`config.mk`:
```
export PLATFORM = sky130hd
export DESIGN_NAME = flip_icon_loader
export DESIGN_NICKNAME = d
export VERILOG_FILES = /design/src/rtl/flip_icon_loader.sv
export SDC_FILE = /design/constraint.sdc
export NUM_CORES = 1
export LEC_CHECK = 0
export BUFFER_PORTS_ARGS = -buffer_cell sky130_fd_sc_hd__buf_4
export CORE_ASPECT_RATIO = 0.75
export CORE_MARGIN = 2
export CORE_UTILIZATION = 58
export DETAILED_ROUTE_END_ITERATION = 10
export PLACE_DENSITY = 0.86
export SETUP_SLACK_MARGIN = 0.5
export SLEW_MARGIN = 20
export SYNTH_ARGS = -nofsm -noshare
export SYNTH_HDL_FRONTEND = slang
export SYNTH_SLANG_ARGS = --single-unit
```
`constraint.sdc`:
```
create_clock -name clk_i -period 24.1 [get_ports clk_i]
set_input_delay 1.205 -clock clk_i [delete_from_list [all_inputs] [get_ports clk_i]]
set_output_delay 1.205 -clock clk_i [all_outputs]
set_load 0.005 [all_outputs]
```
`src/rtl/flip_icon_loader.sv`:
```
// flip_icon_loader: packs a narrow host word stream into NUM_SPIN-bit flip
// icons and writes each completed icon to consecutive icon-memory addresses.
// The number of icons loaded is published as the flip engine's end marker.
module flip_icon_loader #(
  parameter int NUM_SPIN             = 256,
  parameter int FLIP_ICON_DEPTH      = 1024,
  parameter int FLIP_ICON_ADDR_DEPTH = $clog2(FLIP_ICON_DEPTH),
  parameter int DATAW                = 32
) (
  input  logic                            clk_i,
  input  logic                            rst_i,
  input  logic                            en_i,
  input  logic                            flush_i,
  input  logic                            load_start_i,
  input  logic                            host_valid_i,
  input  logic [DATAW-1:0]                host_data_i,
  input  logic                            host_last_i,
  output logic                            host_ready_o,
  output logic                            icon_wen_o,
  output logic [FLIP_ICON_ADDR_DEPTH-1:0] icon_waddr_o,
  output logic [NUM_SPIN-1:0]             icon_wdata_o,
  output logic [FLIP_ICON_ADDR_DEPTH:0]   icon_last_raddr_plus_one_o,
  output logic                            load_busy_o,
  output logic                            load_done_o,
  output logic                            load_err_o
);

  localparam int WORDS_PER_ICON = NUM_SPIN / DATAW;
  localparam int WCNT_W         = (WORDS_PER_ICON > 1) ? $clog2(WORDS_PER_ICON) : 1;
  localparam int CNT_W          = FLIP_ICON_ADDR_DEPTH + 1;

  localparam logic [WCNT_W-1:0] LAST_LANE = WCNT_W'(WORDS_PER_ICON - 1);
  localparam logic [CNT_W-1:0]  DEPTH_CNT = CNT_W'(FLIP_ICON_DEPTH);

  typedef enum logic [1:0] {
    S_IDLE,
    S_LOAD,
    S_WRITE,
    S_DONE
  } state_t;

  state_t              state_q, state_d;
  logic [WCNT_W-1:0]   word_cnt_q, word_cnt_d;
  logic [CNT_W-1:0]    icon_cnt_q, icon_cnt_d;
  logic                last_q, last_d;
  logic [NUM_SPIN-1:0] asm_q, asm_d;
  logic                err_q, err_d;
  logic [CNT_W-1:0]    count_q, count_d;

  // State and datapath registers; all next values come from the process below.
  always_ff @(posedge clk_i or posedge rst_i) begin
    if (rst_i) begin
      state_q    <= S_IDLE;
      word_cnt_q <= '0;
      icon_cnt_q <= '0;
      last_q     <= 1'b0;
      // NOTE: the assembly register is reset on purpose; short icons rely on
      // unwritten lanes already being zero instead of masking them on write.
      asm_q      <= '0;
      err_q      <= 1'b0;
      count_q    <= '0;
    end else begin
      // NOTE: sequential state uses non-blocking assignments only, so every
      // register samples the values computed for the previous cycle.
      state_q    <= state_d;
      word_cnt_q <= word_cnt_d;
      icon_cnt_q <= icon_cnt_d;
      last_q     <= last_d;
      asm_q      <= asm_d;
      err_q      <= err_d;
      count_q    <= count_d;
    end
  end

  // Next-state, datapath updates and the write-port decode of the loader FSM.
  always_comb begin
    // NOTE: every signal gets a default first so no path leaves it unassigned,
    // which would otherwise infer a latch.
    state_d      = state_q;
    word_cnt_d   = word_cnt_q;
    icon_cnt_d   = icon_cnt_q;
    last_d       = last_q;
    asm_d        = asm_q;
    err_d        = err_q;
    count_d      = count_q;
    host_ready_o = 1'b0;
    icon_wen_o   = 1'b0;
    icon_waddr_o = '0;
    icon_wdata_o = '0;

    if (flush_i) begin
      // Flush wins over enable, load start and any handshake this cycle.
      state_d    = S_IDLE;
      word_cnt_d = '0;
      icon_cnt_d = '0;
      last_d     = 1'b0;
      asm_d      = '0;
      err_d      = 1'b0;
      count_d    = '0;
    end else if (en_i) begin
      case (state_q)
        S_IDLE, S_DONE: begin
          if (load_start_i) begin
            state_d    = S_LOAD;
            word_cnt_d = '0;
            icon_cnt_d = '0;
            last_d     = 1'b0;
            err_d      = 1'b0;
          end
        end

        S_LOAD: begin
          host_ready_o = 1'b1;
          if (host_valid_i) begin
            asm_d[word_cnt_q * DATAW +: DATAW] = host_data_i;
            if ((word_cnt_q == LAST_LANE) || host_last_i) begin
              last_d  = host_last_i;
              state_d = S_WRITE;
              // A last marker before the final lane ends a short icon.
              if (word_cnt_q != LAST_LANE) begin
                err_d = 1'b1;
              end
            end else begin
              word_cnt_d = word_cnt_q + WCNT_W'(1);
            end
          end
        end

        S_WRITE: begin
          if (icon_cnt_q < DEPTH_CNT) begin
            icon_wen_o   = 1'b1;
            icon_waddr_o = icon_cnt_q[FLIP_ICON_ADDR_DEPTH-1:0];
            icon_wdata_o = asm_q;
            icon_cnt_d   = icon_cnt_q + CNT_W'(1);
            state_d      = last_q ? S_DONE : S_LOAD;
          end else begin
            // Icon memory is full: drop the icon and end the load.
            err_d   = 1'b1;
            state_d = S_DONE;
          end
          word_cnt_d = '0;
          asm_d      = '0;
        end

        default: begin
          state_d = S_IDLE;
        end
      endcase

      // The published icon count is captured only on entry to DONE.
      if ((state_d == S_DONE) && (state_q != S_DONE)) begin
        count_d = icon_cnt_d;
      end
    end
  end

  assign icon_last_raddr_plus_one_o = count_q;
  assign load_busy_o                = (state_q == S_LOAD) || (state_q == S_WRITE);
  assign load_done_o                = (state_q == S_DONE);
  assign load_err_o                 = err_q;

endmodule

```
=== After elaboration in Yosys (flattened, before gate mapping) ===
Index checks and enable logic that the tools add are counted.

* Add/sub/neg operators: 3
* $lt $le $gt $ge: 1
* Equality and inequality tests: 13
* Shifts and indexed selects: 2
* Mux-type cells: 57
* Reductions and logical operators: 14

{| class="wikitable"
|+ Operators by type and width
! kind !! count
|-
| 256-bit two-way mux || 7
|-
| 256-bit case mux with 2 select lines || 1
|-
| 256-bit bitwise mux || 1
|-
| 32-bit by 34-bit variable shift with 256-bit output (first input constant) || 1
|-
| 32-bit by 34-bit indexed part select with 256-bit output || 1
|-
| 11-bit two-way mux || 7
|-
| 10-bit two-way mux || 4
|-
| 8-bit negation with 34-bit output || 1
|-
| 11-bit case mux with 2 select lines || 1
|-
| 3-bit != test (second input constant) || 7
|-
| 1-bit two-way mux || 18
|-
| 2-bit two-way mux || 9
|-
| 3-bit two-way mux || 5
|-
| 11-bit by 1-bit adder with 11-bit output (second input constant) || 1
|-
| 11-bit < comparator (second input constant) || 1
|-
| 3-bit case mux with 3 select lines || 1
|-
| 2-bit equality test (second input constant) || 3
|-
| 2-bit case mux with 3 select lines || 1
|-
| 6-bit AND reduction || 1
|-
| 3-bit nonzero test || 2
|-
| 5-bit AND reduction || 1
|-
| 4-bit AND reduction || 1
|-
| 2-bit nonzero test || 2
|-
| 3-bit by 1-bit adder with 3-bit output (second input constant) || 1
|-
| 11 further kinds || 12
|}

* Register bits: 285
* Input port bits: 39
* Output and inout port bits: 282
* Word-level logic and storage cells: 97

=== Longest topological paths before layout ===
Gate-level depths: netlist of run 1.

* Word-level depth: 12
* Gate-level depth with buffers: 9
* Depth with buffers taken out: 7

=== Worst setup path after synthesis of run 1 ===
OpenSTA, ideal clock, no wires.

* Kind: input port to output port
* Start: in flush_i
* End: out icon_wdata_o[100]
* Arrival time: 2.381 ns
* Data required time: 22.895 ns
* Slack: 20.514 ns
* Cell stages on the path: 7
* Path buffers: 4
* Cells stage by stage: buf_2 > nand2b_4 > buf_6 > nor2_2 > buf_2 > clkbuf_1 > and2_1

* Word-level cells in the longest chain between the ends: 1

{| class="wikitable"
|+ RTL lines
! item !! line !! text
|-
| from (decl) || 13 || <nowiki>input logic flush_i,</nowiki>
|-
| 256-bit two-way mux || 91 || <nowiki>if (flush_i) begin</nowiki>
|-
| to (decl) || 21 || <nowiki>output logic [NUM_SPIN-1:0] icon_wdata_o,</nowiki>
|}

Every way passes these cells.

=== Final worst setup path of run 1 ===
* Start: reg state_q[0]
* End: out icon_wdata_o[162]

* Word-level cells in the longest chain between the ends: 4

{| class="wikitable"
|+ RTL lines
! item !! line !! text
|-
| from (decl) || 42 || <nowiki>state_t state_q, state_d;</nowiki>
|-
| from (signal assigned) || 65 || <nowiki>state_q <= state_d;</nowiki>
|-
| 2-bit equality test || 101 || <nowiki>case (state_q)</nowiki>
|-
| 256-bit two-way mux || 101 ||
|-
| 256-bit two-way mux || 100 || <nowiki>end else if (en_i) begin</nowiki>
|-
| 256-bit two-way mux || 91 ||
|}

Every way passes these cells.

==> metrics.md, run 1 <==
| Metric | Value |
|---|---|
| Worst path arrival time | 4.83 ns |
| Status | finished clean |
| Endpoints failing setup | 0 |
| Largest cells by area after synthesis | dfrtp_1, a22o_1, and2_1 |
| Synth top area share | 53.7% |
| # port buffers | 320 |
| DRC | 0 |
| Starting Density | around three fifths |
| Synth-to-Final Area Change | 24.9% |
| WL/cell | between 20 and 25 µm |
| Fmax | 166 MHz |
| Kind of start point of the critical path | register |
| Post-DRT Antenna Nets | 0 |
| Top-Level Pins | ~320 |
| Max-slew violation count | 0 |
| Avg Cell Area, Syn | 11.0 µm² |
| Antenna diodes | 0 |
| Detailed Routing Iterations Pass 1 | 5 |
| Synth Area in XOR/XNOR | 0% |
| Iter 0 DRT Violations | between 1,000 and 1,500 |
| Setup TNS | 0 ns |
| GRT Util Overall | 32.5% |
| Die Span X | 179 µm |
| Grt total ovfl | 0 |
| Reg2reg start | state_q[0] |
| Hold Path Class | register to register |
| CTS Buffer Depth | 3 |
| Worst-path clk slew | ~0.06 ns |
| Synthesized flop and latch total | 285 |
| Detailed-route via count | ~11,000 |
| GRT Max-Usage Layer | met2 |
| Most frequent cell after synthesis | dfrtp_1 |
| Synth Area in Simple Gates | between 10% and 20% |
| Crit share post-route | 25.0% |
| VDD IR-drop max | around 50 µV |
| Detailed-placement wirelength estimate | between 20,000 and 30,000 µm |
| First-pass GRT wire length | 60,500 µm |
| Worst Max-Slew Pin Slew | about 1.1 ns |
| Worst EP required | between 20 and 25 ns |
| Worst Clk Skew | 0.0103 ns |
| CTS Buf Count | 28 |
| Die Span Y | about 140 µm |
| Syn nets | ~1,300 |
| Hold Startpoint | asm_q[7] |
| # nets final | 1,485 |
| Multiplexer area fraction after synthesis | less than 1% |
| M3 GR Usage | 7.46% |
| R2R depth | 8 |
| Sink Count | between 200 and 300 |
| Clock Tree Root | clkbuf_16 |
| H-tree levels | 1 |
| Post-synthesis adder-cell area fraction | 0.847% |
| Power density over the cells | 62.2 nW/µm² |
| Postcts setup bufs | 0 |
| Row cnt | 47 |
| Gate Count Post-Synth | 1,211 |
| WS Path Type | register to output pin |
| Yosys warnings | 0 |
| Minimum clock period | 6.03 ns |
| P_leak | 8.26 nW |
| Routed wire length | 39,500 µm |
| RePlAce Congestion | 0.878 |
| Min Hold Slack | 0.497 ns |
| Max cap viols | 0 |
| Post-synthesis compound-gate area fraction | around a fifth |
| Largest net degree at the start of global routing | 190 |
| Most area-hungry cell type in the Yosys netlist | dfrtp_1 |
| Initial antenna violation count | 0 |
| Worst Path Max Fanout | ~100 |
| Layout cell share with drive strength beyond 1 | between 20 and 30% |
| Core Area | 22,300 µm² |
| Post-CTS Resized | 0 |
| TritonCTS clock tree | built |
| Post-synth EDFFs | 0 |
| Die footprint | 24,200 µm² |
| GR Layer Usage met2 | 49.6% |
| GRT met1 Usage | 46.8% |
| Post-cts hold buffer count | 0 |
| Register area share after synthesis | 53.7% |
| Worst Setup SP | state_q[0] |
| Hold path cells | 1 |
| Critical Path End Type | output pin |
| RSZ-0062 raised after global routing | no |
| Predominant post-synthesis flop cell | dfrtp_1 |
| DR vias/cell | 6.19 |
| Slew HR | 27.9% |
| Synthesized cell area | between 10,000 and 15,000 µm² |
| Hold Vio Cnt, Final | 0 |
| Synth top cells by count | dfrtp_1, and2_1, a22o_1, clkbuf_1, o21ai_0 |
| Clk Latency, worst-skew pair | roughly 0.54 ns |
| Largest family of logic cells by synthesized area | compound AO/OA/AOI/OAI gates |
| Vias in the first global route | 10,334 |
| Count of cell types in the netlist | 64 |
| Async SR Flop Fraction | 100% |
-- logic make-up (layout without fill, tap and decap cells) --
kind of cell,count (synthesis),in the layout
adder cells (fa/ha/maj),9,9
flip-flops,285,285
AO/OA/AOI/OAI,323,323
buffers and inverters,185,433
multiplexers,12,12
AND/OR/NAND/NOR,397,397
-- path summary, 6_finish.rpt --
kind	to	slack, ns
max reg2reg	asm_q[175]	20.79
min reg2reg	asm_q[7]	0.50
max in group asynchronous	icon_last_raddr_plus_one_o[10]	21.84
min	asm_q[7]	0.50
max	icon_wdata_o[162]	18.07
min in group asynchronous	asm_q[67]	0.73
-- flip-flops by register name, summed over array words and instances (netlist names) --
name / count
word_cnt_q: 3
icon_cnt_q: 11
state_q: 2
icon_last_raddr_plus_one_o: 11
asm_q: 256
last_q: 1
load_err_o: 1
-- metal layers --
layer	part of all wire [%]	up-vias	wire length, µm
met2	46	565	18000
li1	-	4761	-
met1	43	5438	16800
met3	9.0	83	3570
met4	2.7	0	1070
met5	0	-	0
-- cells in the final DEF (no fill, tap or decap), types with 4 or more instances in the layout --
cell,netlist,final
buf_4,7,335
dfrtp_1,285,285
and2_1,235,235
a22o_1,225,225
o21ai_0,44,44
inv_1,43,42
nor3_1,36,36
nand4_1,34,34
clkbuf_16,0,29
nand2_1,20,20
nor2_1,17,16
a31oi_1,11,11
nand3_1,10,10
ha_1,9,9
mux2i_1,7,7
nand2b_1,7,7
clkbuf_8,0,7
nor4_1,6,6
a21oi_1,6,6
a211oi_2,6,6
a211oi_1,6,6
clkbuf_1,58,6
mux2_2,5,5
bufinv_16,0,5
nor2b_1,4,4
-- through the flow --
step / power, mW / setup WS, ns / util [%] / cell area (µm²) / instances
6_report: 1.03 / 18.07 / 74.5 / 16600 / 1753
5_1_grt: 1.06 / 17.80 / 74.5 / 16600 / 1753
4_1_cts: 1.03 / 18.14 / 74.5 / 16600 / 1753
3_5_place_dp: 0.556 / 18.46 / 69.8 / 15600 / 1701
3_3_place_gp: 0.555 / 18.56 / 69.8 / 15600 / 1701
2_1_floorplan: 0.534 / 15.03 / - / 13300 / 1211
-- layout make-up --
cell class / count / area [µm²]
well taps: 294 / 368
inverters: 45 / 176
multi-input cells: 741 / 5350
repair buffers: 336 / 2530
fillers: 1527 / 5690
clock inverters: 10 / 186
flip-flops and latches: 285 / 7130
clock buffers: 42 / 845
-- power by group --
group | switching (mW) | total (mW) | internal, mW
Clock | 0.188 | 0.484 | 0.296
Combinational | 0.0503 | 0.0645 | 0.0141
Sequential | 0.00266 | 0.484 | 0.481
-- worst max-delay path, stage by stage, from the launching register on --
cell     delay [ns]
dfrtp_1        0.44
inv_1          0.09
ha_1           0.68
nand2_1        0.21
buf_4          0.32
nor2_4         0.76
buf_4          0.66
buf_4          0.65
and2_1         0.27
buf_4          0.12
(Power assumes the default switching activity.)
==> run 2: changes to the inputs <==
--- a/config.mk
+++ b/config.mk
@@ -8,9 +8,9 @@
 export BUFFER_PORTS_ARGS = -buffer_cell sky130_fd_sc_hd__buf_4
 export CORE_ASPECT_RATIO = 0.75
 export CORE_MARGIN = 2
-export CORE_UTILIZATION = 58
+export CORE_UTILIZATION = 54
 export DETAILED_ROUTE_END_ITERATION = 10
-export PLACE_DENSITY = 0.86
+export PLACE_DENSITY = 0.8
 export SETUP_SLACK_MARGIN = 0.5
 export SLEW_MARGIN = 20
 export SYNTH_ARGS = -nofsm -noshare
==> constraint.sdc (replaced) <==
create_clock -name clk_i -period 5.83 [get_ports clk_i]
set_input_delay 0.2915 -clock clk_i [delete_from_list [all_inputs] [get_ports clk_i]]
set_output_delay 0.2915 -clock clk_i [all_outputs]
set_load 0.005 [all_outputs]
==> metrics.md, run 2 (same netlist as run 1, synthesis figures left out) <==
| Metric | Value |
|---|---|
| Reg2reg start | state_q[0] (unchanged) |
| Most common cell after layout, fill and taps aside | buf_4 (unchanged) |
| Post-cts hold buffer count | 1 (was 0) |
| Post-DRT Antenna Nets | 0 (unchanged) |
| Cells after DPL | 1,734 (was 1,701) |
| Endpoints failing setup | 0 (unchanged) |
| TritonCTS clock tree | built (unchanged) |
| P_leak | 8.21 nW (was 8.26 nW) |
| Sink Count | 285 (unchanged) |
| WL/cell | 22.3 µm (was 22.5 µm) |
| Max cap viols | 0 (unchanged) |
| Row cnt | 49 (was 47) |
| H-tree levels | 1 (unchanged) |
| Detailed-placement wirelength estimate | 25,400 µm (was 25,200 µm) |
| Die Span Y | 140 µm (was 135 µm) |
| Fmax | 254 MHz |
| FF+latch area | 7130 µm² (unchanged) |
| Setup TNS | 0 ns (unchanged) |
| Antenna diodes | 0 (unchanged) |
| Final core utilization | 68.7% (was 74.5%) |
| RSZ-0062 raised after global routing | no (unchanged) |
| Max-slew violation count | 0 (unchanged) |
| Crit share post-route | 67.5% |
| Synth-to-Final Area Change | 24.6% (was 24.9%) |
| Iter 0 DRT Violations | 958 (was 1,365) |
| Worst Setup SP | state_q[0] (unchanged) |
| R2R depth | 7 (was 8) |
| # nets final | 1,484 (was 1,485) |
| Die Span X | 185 µm (was 179 µm) |
| Largest register FFs | 256 (unchanged) |
| Worst-path clk slew | 0.06 ns (about the same) |
| Status | finished clean (unchanged) |
| VDD IR-drop max | 210 µV (was 49.8 µV) |
| Minimum clock period | 3.94 ns |
| Hold path cells | 2 (was 1) |
| Hold Path Class | input pin to register (was register to register) |
| Core Area | 24,100 µm² (was 22,300 µm²) |
| Clock Tree Root | clkbuf_16 (unchanged) |
| Detailed Routing Iterations Pass 1 | 5 (unchanged) |
| Postcts setup bufs | 0 (unchanged) |
| Worst EP required | 5.54 ns (was 22.89 ns) |
| CTS Buf Count | 29 (was 28) |
| Clk Latency, worst-skew pair | 0.55 ns (was 0.54 ns) |
| Grt total ovfl | 0 (unchanged) |
| Slew HR | 25.7% (was 27.9%) |
| Post-Place Setup Slack | 1.94 ns (was 18.46 ns) |
| Power density over the cells | 247 nW/µm² (was 62.2 nW/µm²) |
| First-pass GRT wire length | 61,200 µm (was 60,500 µm) |
| DRC | 0 (unchanged) |
| Largest net degree at the start of global routing | 184 (was 190) |
| Area taken by multi-input logic gates | 5360 µm² (was 5350 µm²) |
| Hold Startpoint | host_data_i[18] (was asm_q[7]) |
| Min Hold Slack | 0.0588 ns (was 0.497 ns) |
| Starting Density | 55.2% (was 59.6%) |
| Design area | 16,600 µm² (about the same) |
| RePlAce Congestion | 0.865 (was 0.878) |
| Layout cell share with drive strength beyond 1 | 28.5% (was 28.4%) |
| GRT Util Overall | 30.5% (was 32.5%) |
| Post-CTS Resized | 0 (unchanged) |
| Non-filler cells, final | 1,786 (was 1,753) |
| Detailed-route via count | 10,755 (was 10,847) |
| Kind of start point of the critical path | register (unchanged) |
| DR vias/cell | 6.02 (was 6.19) |
| Critical Path End Type | output pin (unchanged) |
| # port buffers | 320 (unchanged) |
| Initial antenna violation count | 0 (unchanged) |
| Die footprint | 25,900 µm² (was 24,200 µm²) |
| Fillers | 1,860 (was 1,527) |
| Vias in the first global route | 10,317 (was 10,334) |
| Hold endpoint | asm_q[18] (was asm_q[7]) |
| Routed wire length | 39,800 µm (was 39,500 µm) |
| Dpl cell area | 15,600 µm² (about the same) |
| WS Path Type | register to output pin (unchanged) |
| Top-Level Pins | 321 (unchanged) |
| Most frequent cells in the layout | buf_4, dfrtp_1, and2_1, a22o_1, o21ai_0 (unchanged) |
| Hold Vio Cnt, Final | 0 (unchanged) |
| Worst Slack Setup Final | 1.89 ns (was 18.07 ns) |
| R2R Path End | asm_q[241] (was asm_q[175]) |
| Worst path arrival time | 3.64 ns (was 4.83 ns) |
| Worst Max-Slew Pin Slew | 1.11 ns (was 1.08 ns) |
| Worst Path Max Fanout | 84 (was 101) |
| CTS Buffer Depth | 3 (unchanged) |
| Power after layout | 4.10 mW (was 1.03 mW) |
| Largest register by flop count | asm_q (unchanged) |
| R2R Setup Slk | 2.23 ns (was 20.79 ns) |
| Worst Clk Skew | 0.0103 ns (about the same) |
[run 2: changes by cell type in the layout (fill, tap and decap cells not counted), moves of 2 or more]
cell,delta
nand2_2,+2
clkinv_4,-2
bufinv_16,-4
clkinv_2,+4
buf_4,-5
nand2_1,-2
clkbuf_1,-2
clkinvlp_4,+2
[run 2: area by class of cell]
| cell class | instances | share of cell area (%) |
|---|---|---|
| repair buffers | 334 | 15.4 |
| multi-input cells | 741 | 32.4 |
| well taps | 331 | 2.50 |
| inverters | 45 | 1.04 |
| clock buffers | 40 | 5.06 |
| clock inverters | 10 | 0.514 |
| flip-flops and latches | 285 | 43.1 |
[run 2: how the worst max path moves through the flow]
stage | end | slack, ns | cells after the start
finish | icon_wdata_o[169] | 1.89 | 8
detailed placement | asm_q[184] | 1.94 | 6
floorplan | asm_q[0] | 1.76 | 1
global route | icon_wdata_o[166] | 1.59 | 8
CTS | icon_wdata_o[166] | 1.87 | 8
global placement | asm_q[43] | 2.00 | 6
[run 2: where the power goes]
| part | leakage, nW | total, mW | internal (mW) | switching, mW |
|---|---|---|---|---|
| registers | 3.98 | 2.00 | 1.99 | 0.0101 |
| logic | 3.77 | 0.274 | 0.0627 | 0.211 |
| clock network | 0.459 | 1.82 | 1.04 | 0.783 |
| total | 8.21 | 4.10 | 3.09 | 1.00 |
[run 2: critical path, stage by stage, from the launching register on]
cell,delay (ns)
dfrtp_1,0.43
inv_1,0.08
ha_1,0.60
nand2_1,0.10
buf_4,0.29
nor2_4,0.50
buf_4,0.62
and2_1,0.28
buf_4,0.13
[run 2: per-layer routing]
metal	track usage (%)	vias up	part of all wire (%)	wire, µm
met5	0	-	0	0
met4	7.35	0	2.3	903
met3	5.76	63	9.1	3610
met2	45.5	557	45	17800
met1	46.2	5376	44	17500
li1	-	4759	-	-
